==> src/rtl/led_page_scheduler.sv <==
// Rotates up to four display pages onto a 7-segment driver, with a timed alert
// overlay that pre-empts the rotation and then returns to the page it interrupted.
module led_page_scheduler #(
  parameter int unsigned PAGE_CYCLES  = 50000000,
  parameter int unsigned ALERT_CYCLES = 20000000
) (
  input  logic         clk,
  input  logic         reset,
  input  logic [3:0]   src_valid,
  input  logic [127:0] src_value,
  input  logic [31:0]  src_enable,
  input  logic         alert_req,
  input  logic [31:0]  alert_value,
  input  logic [7:0]   alert_enable,
  input  logic         hold,
  input  logic         next,
  output logic [31:0]  value,
  output logic [7:0]   enable,
  output logic [1:0]   cur_src,
  output logic         alert_active,
  output logic         alert_ack
);

  localparam int unsigned PW = (PAGE_CYCLES  > 1) ? $clog2(PAGE_CYCLES)  : 1;
  localparam int unsigned AW = (ALERT_CYCLES > 1) ? $clog2(ALERT_CYCLES) : 1;
  localparam logic [PW-1:0] PAGE_LAST  = PW'(PAGE_CYCLES - 1);
  localparam logic [AW-1:0] ALERT_LAST = AW'(ALERT_CYCLES - 1);

  typedef enum logic [1:0] {
    IDLE  = 2'd0,
    SHOW  = 2'd1,
    ALERT = 2'd2
  } state_t;

  state_t        state, state_n;
  logic [1:0]    cur_n;
  logic [PW-1:0] page_cnt, page_n;
  logic [AW-1:0] alert_cnt, alert_n;
  logic [31:0]   alert_val_q, alert_val_n;
  logic [7:0]    alert_en_q, alert_en_n;
  logic          ack_n;
  logic [31:0]   value_n;
  logic [7:0]    enable_n;

  logic          any_valid;
  logic [1:0]    first_src;
  logic [1:0]    adv_src;
  logic [1:0]    rr_idx;

  assign any_valid = |src_valid;

  // Lowest-index valid source, and next valid source in round-robin order after
  // cur_src (falls back to cur_src itself when it is the only valid one).
  always_comb begin
    first_src = 2'd0;
    for (int i = 3; i >= 0; i--) begin
      if (src_valid[i]) first_src = 2'(i);
    end
    adv_src = cur_src;
    rr_idx  = 2'd0;
    for (int k = 3; k >= 1; k--) begin
      rr_idx = cur_src + 2'(k);
      if (src_valid[rr_idx]) adv_src = rr_idx;
    end
  end

  // Next-state logic; an alert request pre-empts every page event.
  always_comb begin
    state_n     = state;
    cur_n       = cur_src;
    page_n      = page_cnt;
    alert_n     = alert_cnt;
    alert_val_n = alert_val_q;
    alert_en_n  = alert_en_q;
    ack_n       = 1'b0;

    if (alert_req) begin
      state_n     = ALERT;
      alert_n     = '0;
      alert_val_n = alert_value;
      alert_en_n  = alert_enable;
      ack_n       = 1'b1;
    end else begin
      unique case (state)
        IDLE: begin
          if (any_valid) begin
            state_n = SHOW;
            cur_n   = first_src;
            page_n  = '0;
          end
        end
        SHOW: begin
          if (!src_valid[cur_src] || next || (!hold && page_cnt == PAGE_LAST)) begin
            page_n = '0;
            if (any_valid) cur_n = adv_src;
            else           state_n = IDLE;
          end else if (!hold) begin
            page_n = page_cnt + PW'(1);
          end
        end
        ALERT: begin
          if (alert_cnt == ALERT_LAST) begin
            alert_n = '0;
            page_n  = '0;
            if (src_valid[cur_src]) begin
              state_n = SHOW;
            end else if (any_valid) begin
              state_n = SHOW;
              cur_n   = first_src;
            end else begin
              state_n = IDLE;
            end
          end else begin
            alert_n = alert_cnt + AW'(1);
          end
        end
        default: state_n = IDLE;
      endcase
    end
  end

  // Display payload for the state being entered, so outputs line up with the state.
  always_comb begin
    value_n  = 32'd0;
    enable_n = 8'd0;
    unique case (state_n)
      SHOW: begin
        value_n  = src_value[{cur_n, 5'd0} +: 32];
        enable_n = src_enable[{cur_n, 3'd0} +: 8];
      end
      ALERT: begin
        value_n  = alert_val_n;
        enable_n = alert_en_n;
      end
      default: begin
        value_n  = 32'd0;
        enable_n = 8'd0;
      end
    endcase
  end

  always_ff @(posedge clk or posedge reset) begin
    if (reset) begin
      state        <= IDLE;
      cur_src      <= 2'd0;
      page_cnt     <= '0;
      alert_cnt    <= '0;
      alert_val_q  <= 32'd0;
      alert_en_q   <= 8'd0;
      value        <= 32'd0;
      enable       <= 8'd0;
      alert_active <= 1'b0;
      alert_ack    <= 1'b0;
    end else begin
      state        <= state_n;
      cur_src      <= cur_n;
      page_cnt     <= page_n;
      alert_cnt    <= alert_n;
      alert_val_q  <= alert_val_n;
      alert_en_q   <= alert_en_n;
      value        <= value_n;
      enable       <= enable_n;
      alert_active <= (state_n == ALERT);
      alert_ack    <= ack_n;
    end
  end

endmodule
==> config.mk <==
export PLATFORM = sky130hd
export DESIGN_NAME = led_page_scheduler
export DESIGN_NICKNAME = d
export VERILOG_FILES = /design/src/rtl/led_page_scheduler.sv
export SDC_FILE = /design/constraint.sdc
export NUM_CORES = 1
export LEC_CHECK = 0
export BUFFER_PORTS_ARGS = -buffer_cell sky130_fd_sc_hd__buf_2
export CORE_MARGIN = 4
export CORE_UTILIZATION = 56
export CTS_CLUSTER_SIZE = 12
export DETAILED_ROUTE_END_ITERATION = 8
export GPL_TIMING_DRIVEN = 0
export PLACE_DENSITY = 0.84
export SYNTH_ARGS = -nofsm -noshare
export SYNTH_HDL_FRONTEND = slang
export SYNTH_SLANG_ARGS = --single-unit
==> constraint.sdc <==
create_clock -name clk -period 10.1 [get_ports clk]
set_input_delay 0.505 -clock clk [delete_from_list [all_inputs] [get_ports clk]]
set_output_delay 0.505 -clock clk [all_outputs]
set_load 0.05 [all_outputs]
# Word-level counts from Yosys, hierarchy flattened
# Index checks and enable logic that the tools add are counted.
[word_totals]
rom_bits = 0
mem_count = 0
output_inout_bits = 44
inputBits = 209
wordCells = 84
register_bits = 137
latch_bits = 0
ram_bits = 0
[op_classes]
magnitude_cmp = 4
n_addsub = 5
mul = 0
shift = 2
bitwise_logic = 1
n_reduce_logical = 10
mux = 43
div = 0
eq_ne = 9
[op_table]
columns = ["op", "n"]
rows = [
  ["variable part select 128 x 8 -> 32 bit", 1],
  ["2-to-1 mux 26 bit", 4],
  ["one-hot mux 26 bit (3 select lines)", 1],
  ["2-to-1 mux 25 bit", 3],
  ["one-hot mux 32 bit (2 select lines)", 1],
  ["2-to-1 mux 2 bit", 18],
  ["2-to-1 mux 32 bit", 1],
  ["variable part select 32 x 6 -> 8 bit", 1],
  ["adder 26 x 1 -> 26 bit (second input constant)", 1],
  ["equality test 26 bit (second input constant)", 1],
  ["adder 25 x 1 -> 25 bit (second input constant)", 1],
  ["equality test 25 bit (second input constant)", 1],
  ["one-hot mux 8 bit (2 select lines)", 1],
  ["< comparator 2 x 3 -> 1 bit (second input constant)", 4],
  ["one-hot mux 2 bit (3 select lines)", 2],
  ["binary-select mux 1 bit (select 2 bit)", 4],
  ["2-to-1 mux 8 bit", 1],
  ["2-to-1 mux 1 bit", 7],
  ["AND reduction 5 bit", 1],
  ["adder 2 bit (second input constant)", 2],
  ["equality test 2 x 1 -> 1 bit (second input constant)", 2],
  ["equality test 2 bit (second input constant)", 2],
  ["!= test 2 bit (second input constant)", 2],
  ["OR reduction 4 bit", 1],
  ["9 further kinds", 11],
]

# Longest topological paths before layout
[logic_depth]
depth_word = 12
depth_mapped = 14
depth_no_buf = 12

# Least setup slack after synthesis
# No wires, ideal clock.
[synth_path]
kind = "register to register"
from = "reg alert_cnt[0]"
to = "reg enable[2]"
required_time_ns = 10.014
stages_incl_launch_ff = 13
slack_ns = 6.826
t_arrival_ns = 3.188
n_path_buf = 2
setup_time_ns = 0.086
period_less_slack_ns = 3.274
path_cell_list = "dfrtp_1 -> ha_1 -> nand4_4 -> nor4_4 -> a21boi_0 -> or3_1 -> a31o_2 -> ha_1 -> nor2b_1 -> clkbuf_1 -> clkbuf_1 -> nand2_1 -> o221ai_2"
[synth_via]
elab_chain_len = 6
elab_cells_between_ends = 11
cone_classes = "eq/ne: 3; shift: 1; mux: 7"
[synth_lines]
columns = ["item", "line_no", "source"]
rows = [
  ["from (decl)", "38", "logic [AW-1:0] alert_cnt, alert_n;"],
  ["from (signal assigned)", "158", "alert_cnt <= alert_n;"],
  ["equality test 25 bit *", "102", "if (alert_cnt == ALERT_LAST) begin"],
  ["2-to-1 mux 2 bit *", "102", ""],
  ["one-hot mux 2 bit (3 select lines) *", "84", "unique case (state)"],
  ["2-to-1 mux 2 bit *", "77", "if (alert_req) begin"],
  ["via state_n[1]", "35", "state_t state, state_n;"],
  ["equality test 2 bit / equality test 2 x 1 -> 1 bit (equally long branches)", "126", "unique case (state_n)"],
  ["one-hot mux 8 bit (2 select lines) *", "126", ""],
  ["via enable_n[2]", "43", "logic [7:0] enable_n;"],
  ["to (signal assigned)", "162", "enable <= enable_n;"],
  ["to (decl)", "18", "output logic [7:0] enable,"],
]
# Mark *: on every way through the listed nets, which the timed path passes. The rest lies on a longest branch.
# A chain may end at the register's enable or synchronous reset.

# Final worst setup path
[layout_path]
from = "reg alert_cnt[0]"
to = "reg value[22]"
[layout_via]
elab_chain_len = 6
elab_cells_between_ends = 11
cone_classes = "eq/ne: 3; shift: 1; mux: 7"
[layout_lines]
columns = ["item", "line_no", "source"]
rows = [
  ["equality test 25 bit *", "102", ""],
  ["2-to-1 mux 2 bit *", "102", ""],
  ["one-hot mux 2 bit (3 select lines) *", "84", ""],
  ["2-to-1 mux 2 bit *", "77", ""],
  ["via state_n[0]", "35", ""],
  ["equality test 2 bit / equality test 2 x 1 -> 1 bit (equally long branches)", "126", ""],
  ["one-hot mux 32 bit (2 select lines) *", "126", ""],
  ["via value_n[22]", "42", "logic [31:0] value_n;"],
  ["to (signal assigned)", "161", "value <= value_n;"],
  ["to (decl)", "17", "output logic [31:0] value,"],
]
# Marked as above.

==> flow_metrics.tcl <==
set metrics [dict create \
    result_of_the_run "finished, final reports clean" \
    worst_clock_skew_ns 0.00979 \
    finalWorstSetupSlack_ns 6.03 \
    via_count_normalized_by_instance_count 5.78 \
    postSynthNetCount 937 \
    setup.worst_path.start_class "flip-flop" \
    antenna_found_initial 2 \
    critPathRequiredTime_ns 10.43 \
    clk_latency_ns 0.43 \
    grt.overflow.total 0 \
    syn_avg_cell_area_um2 10.8 \
    netlist_area_um2 7750 \
    ys_seq_area_frac 0.442 \
    layout.area.seq_um2 3430 \
    synth-seq-cells 137 \
    clock_root_buffer "sky130_fd_sc_hd__clkbuf_16" \
    maxCapViolations 0 \
    clock_path_buffers 2 \
    yosys_most_used_dff "sky130_fd_sc_hd__dfrtp_1" \
    startpoint "alert_cnt[0]" \
    layoutNonFillerInstCount 1180 \
    clock-sinks 137 \
    ctsResizeCount 0 \
    ctsHoldBuffers 0 \
    grt_total_usage 0.281 \
    routed_wire_length_per_instance_um 18.9 \
    first_global_vias 6895 \
    top_level_ports 253 \
    hpwlAfterDp_um 16700 \
    cts_buffers 17 \
    chipHeight_um 126 \
    report.final.hold_viol_count 0 \
    slew-limit-headroom 0.470 \
    floorplan_die_area_um2 15800 \
    leakage_uw 0.00495 \
    critical_path.reg2reg.startpoint "alert_cnt[0]" \
    timing_worst_slew_pin_value_ns 0.795 \
    rows 42 \
    cts_tree "built" \
    area_growth_synth_to_finish_pct 27.0 \
    routabilityCongestion 0.877 \
    grt_first_pass_wirelength_um 35200 \
    setup_viol 0 \
    clk_transition_reported_paths_ns 0.06 \
    initial_utilization 0.578 \
    drt_iter0_markers 529 \
    critPathCapture "value[22]" \
    grt_start_max_net_pins 84 \
    placement_setup_slack_ns 6.13 \
    place.detailed.instances 1146 \
    ys_types 67 \
    cts_htree_levels 4 \
    power_density_nw_per_um2 238 \
    number_of_synthesized_flops_with_an_enable_pin 0 \
    fmaxAchievable_ghz 0.246 \
    synth_async_sr_flop_share 1.00 \
    final_common_cell "sky130_fd_sc_hd__buf_2" \
    grt_setup_unrepaired "false" \
    post_synth_inst_count 719 \
    ant_nets 0 \
    finalMaxSlewViolations 0 \
    final_layout_size_suffix_gt1_frac 0.402 \
    worstRegToRegCells 14 \
    multi_input_comb_area_um2 4000 \
    num_vias 6825 \
    floorplan.core_area_um2 13400 \
    synthesis.yosys.warnings 0 \
    hold_class "in -> async" \
    drc 0 \
    worst_case_register_to_register_setup_slack_ns 6.03 \
    endpoint_kind "flip-flop" \
    routed_wl_um 22300 \
    final_period_minus_worst_setup_slack_ns 4.07 \
    final_cell_mix "266 x sky130_fd_sc_hd__buf_2, 137 x sky130_fd_sc_hd__dfrtp_1, 85 x sky130_fd_sc_hd__nand2_1" \
    drt_first_pass_iters 5 \
    vdd.ir_drop.worst_v 0.000152 \
    crit_fanout 10 \
    fill_cells 957 \
    fin_tns_setup_ns 0 \
    post-route-cell-area_um2 9840 \
    io_buffers 250 \
    nNetsFinal 1207 \
    cts_post_setup_buffers_inserted 0 \
    timing_worst_setup_path_type "reg -> reg" \
    placed_area_um2 9250 \
    cp_data_arrival_time_ns 4.40 \
    worstReg2RegEnd "value[22]" \
    chipWidth_um 126 \
    finalCritPeriodShare 0.403 \
]
## worst max-delay path, stage by stage, from the launching register on
cell and delay [ns]:
sky130_fd_sc_hd__dfrtp_1 0.43, sky130_fd_sc_hd__ha_1 0.28, sky130_fd_sc_hd__nand4_4 0.17, sky130_fd_sc_hd__nor4_4 0.46, sky130_fd_sc_hd__nand2_1 0.20, sky130_fd_sc_hd__mux2i_1 0.18
sky130_fd_sc_hd__nand2_1 0.07, sky130_fd_sc_hd__a31oi_1 0.39, sky130_fd_sc_hd__inv_1 0.13, sky130_fd_sc_hd__ha_1 0.35, sky130_fd_sc_hd__nor2b_1 0.18, sky130_fd_sc_hd__clkbuf_1 0.41
sky130_fd_sc_hd__clkbuf_1 0.45, sky130_fd_sc_hd__nand2_1 0.18, sky130_fd_sc_hd__o221ai_2 0.10
## sequential cells by signal, summed over array words and instances, names as in the netlist
register,count
alert_active,1
value,32
page_cnt,26
alert_cnt,25
enable,8
state,2
alert_ack,1
cur_src,2
alert_val_q,32
alert_en_q,8
## cells by family after synthesis
logic type | after synthesis | synth area share
compound gates | 132 | 0.153
flops | 137 | 0.442
simple gates | 232 | 0.152
xor+xnor | 24 | 0.0271
buf+inv | 61 | 0.0420
fa+ha+maj | 9 | 0.0145
mux | 124 | 0.168
## cell usage after synthesis, drive strengths merged, types with 3 or more instances
cell | count | share of area
dfrtp | 137 | 0.44
nand2 | 85 | 0.041
mux2i | 83 | 0.11
nor2 | 46 | 0.022
o221ai | 41 | 0.079
mux2 | 40 | 0.058
o21ai | 40 | 0.026
clkbuf | 23 | 0.011
buf | 22 | 0.023
nand3 | 20 | 0.013
xnor2 | 18 | 0.020
a21oi | 16 | 0.010
inv | 16 | 0.0078
nor3 | 15 | 0.010
nand4 | 11 | 0.012
nor4 | 11 | 0.014
ha | 9 | 0.015
and3 | 7 | 0.0057
nand2b | 7 | 0.0057
or3 | 7 | 0.0058
xor2 | 6 | 0.0068
a31oi | 5 | 0.0040
or2 | 5 | 0.0040
a211oi | 3 | 0.0029
a21boi | 3 | 0.0029
and4 | 3 | 0.0034
## where the power goes
part	switching (uW)	internal (uW)	leakage [uW]	total, uW
combinational	705	357	0.00290	1060
clock	239	377	0.000273	616
sequential	33.5	635	0.00178	669
total	977	1370	0.00495	2350
## metal layers
metal / vias to the layer above / wire length (um) / GRT usage
met1: 3304 / 8640 / 0.346
met2: 291 / 11200 / 0.475
met3: 52 / 1710 / 0.0749
met5: - / 13 / 0
met4: 2 / 780 / 0.110
li1: 3176 / - / -
## final cells by class
cell class                      instances  share of cell area
Tap cell                              176              0.0224
Clock buffer                           22              0.0472
Timing Repair Buffer                  251               0.130
Buffer                                 45              0.0270
Inverter                               16             0.00661
Antenna cell                            2            0.000509
Clock inverter                         10              0.0120
Sequential cell                       137               0.348
Multi-Input combinational cell        521               0.406
## worst min path at each step
stage,from,end,slack [ns]
2_1_floorplan,alert_cnt[11],alert_cnt[11],0.45
3_3_place_gp,alert_cnt[11],alert_cnt[11],0.46
3_5_place_dp,alert_cnt[11],alert_cnt[11],0.48
4_1_cts,reset,value[31],0.14
5_1_grt,reset,value[31],0.15
6_report,reset,value[31],0.12
## stage by stage
stage               total power [uW]   util  hold WS (ns)
CTS                             2350  0.734         0.140
finish                          2350  0.734         0.120
global route                    2450  0.734         0.148
detailed placement              1730  0.690         0.477
floorplan                       1450      -         0.448
global placement                1710  0.688         0.463
Power figures use the tool's default switching activity.
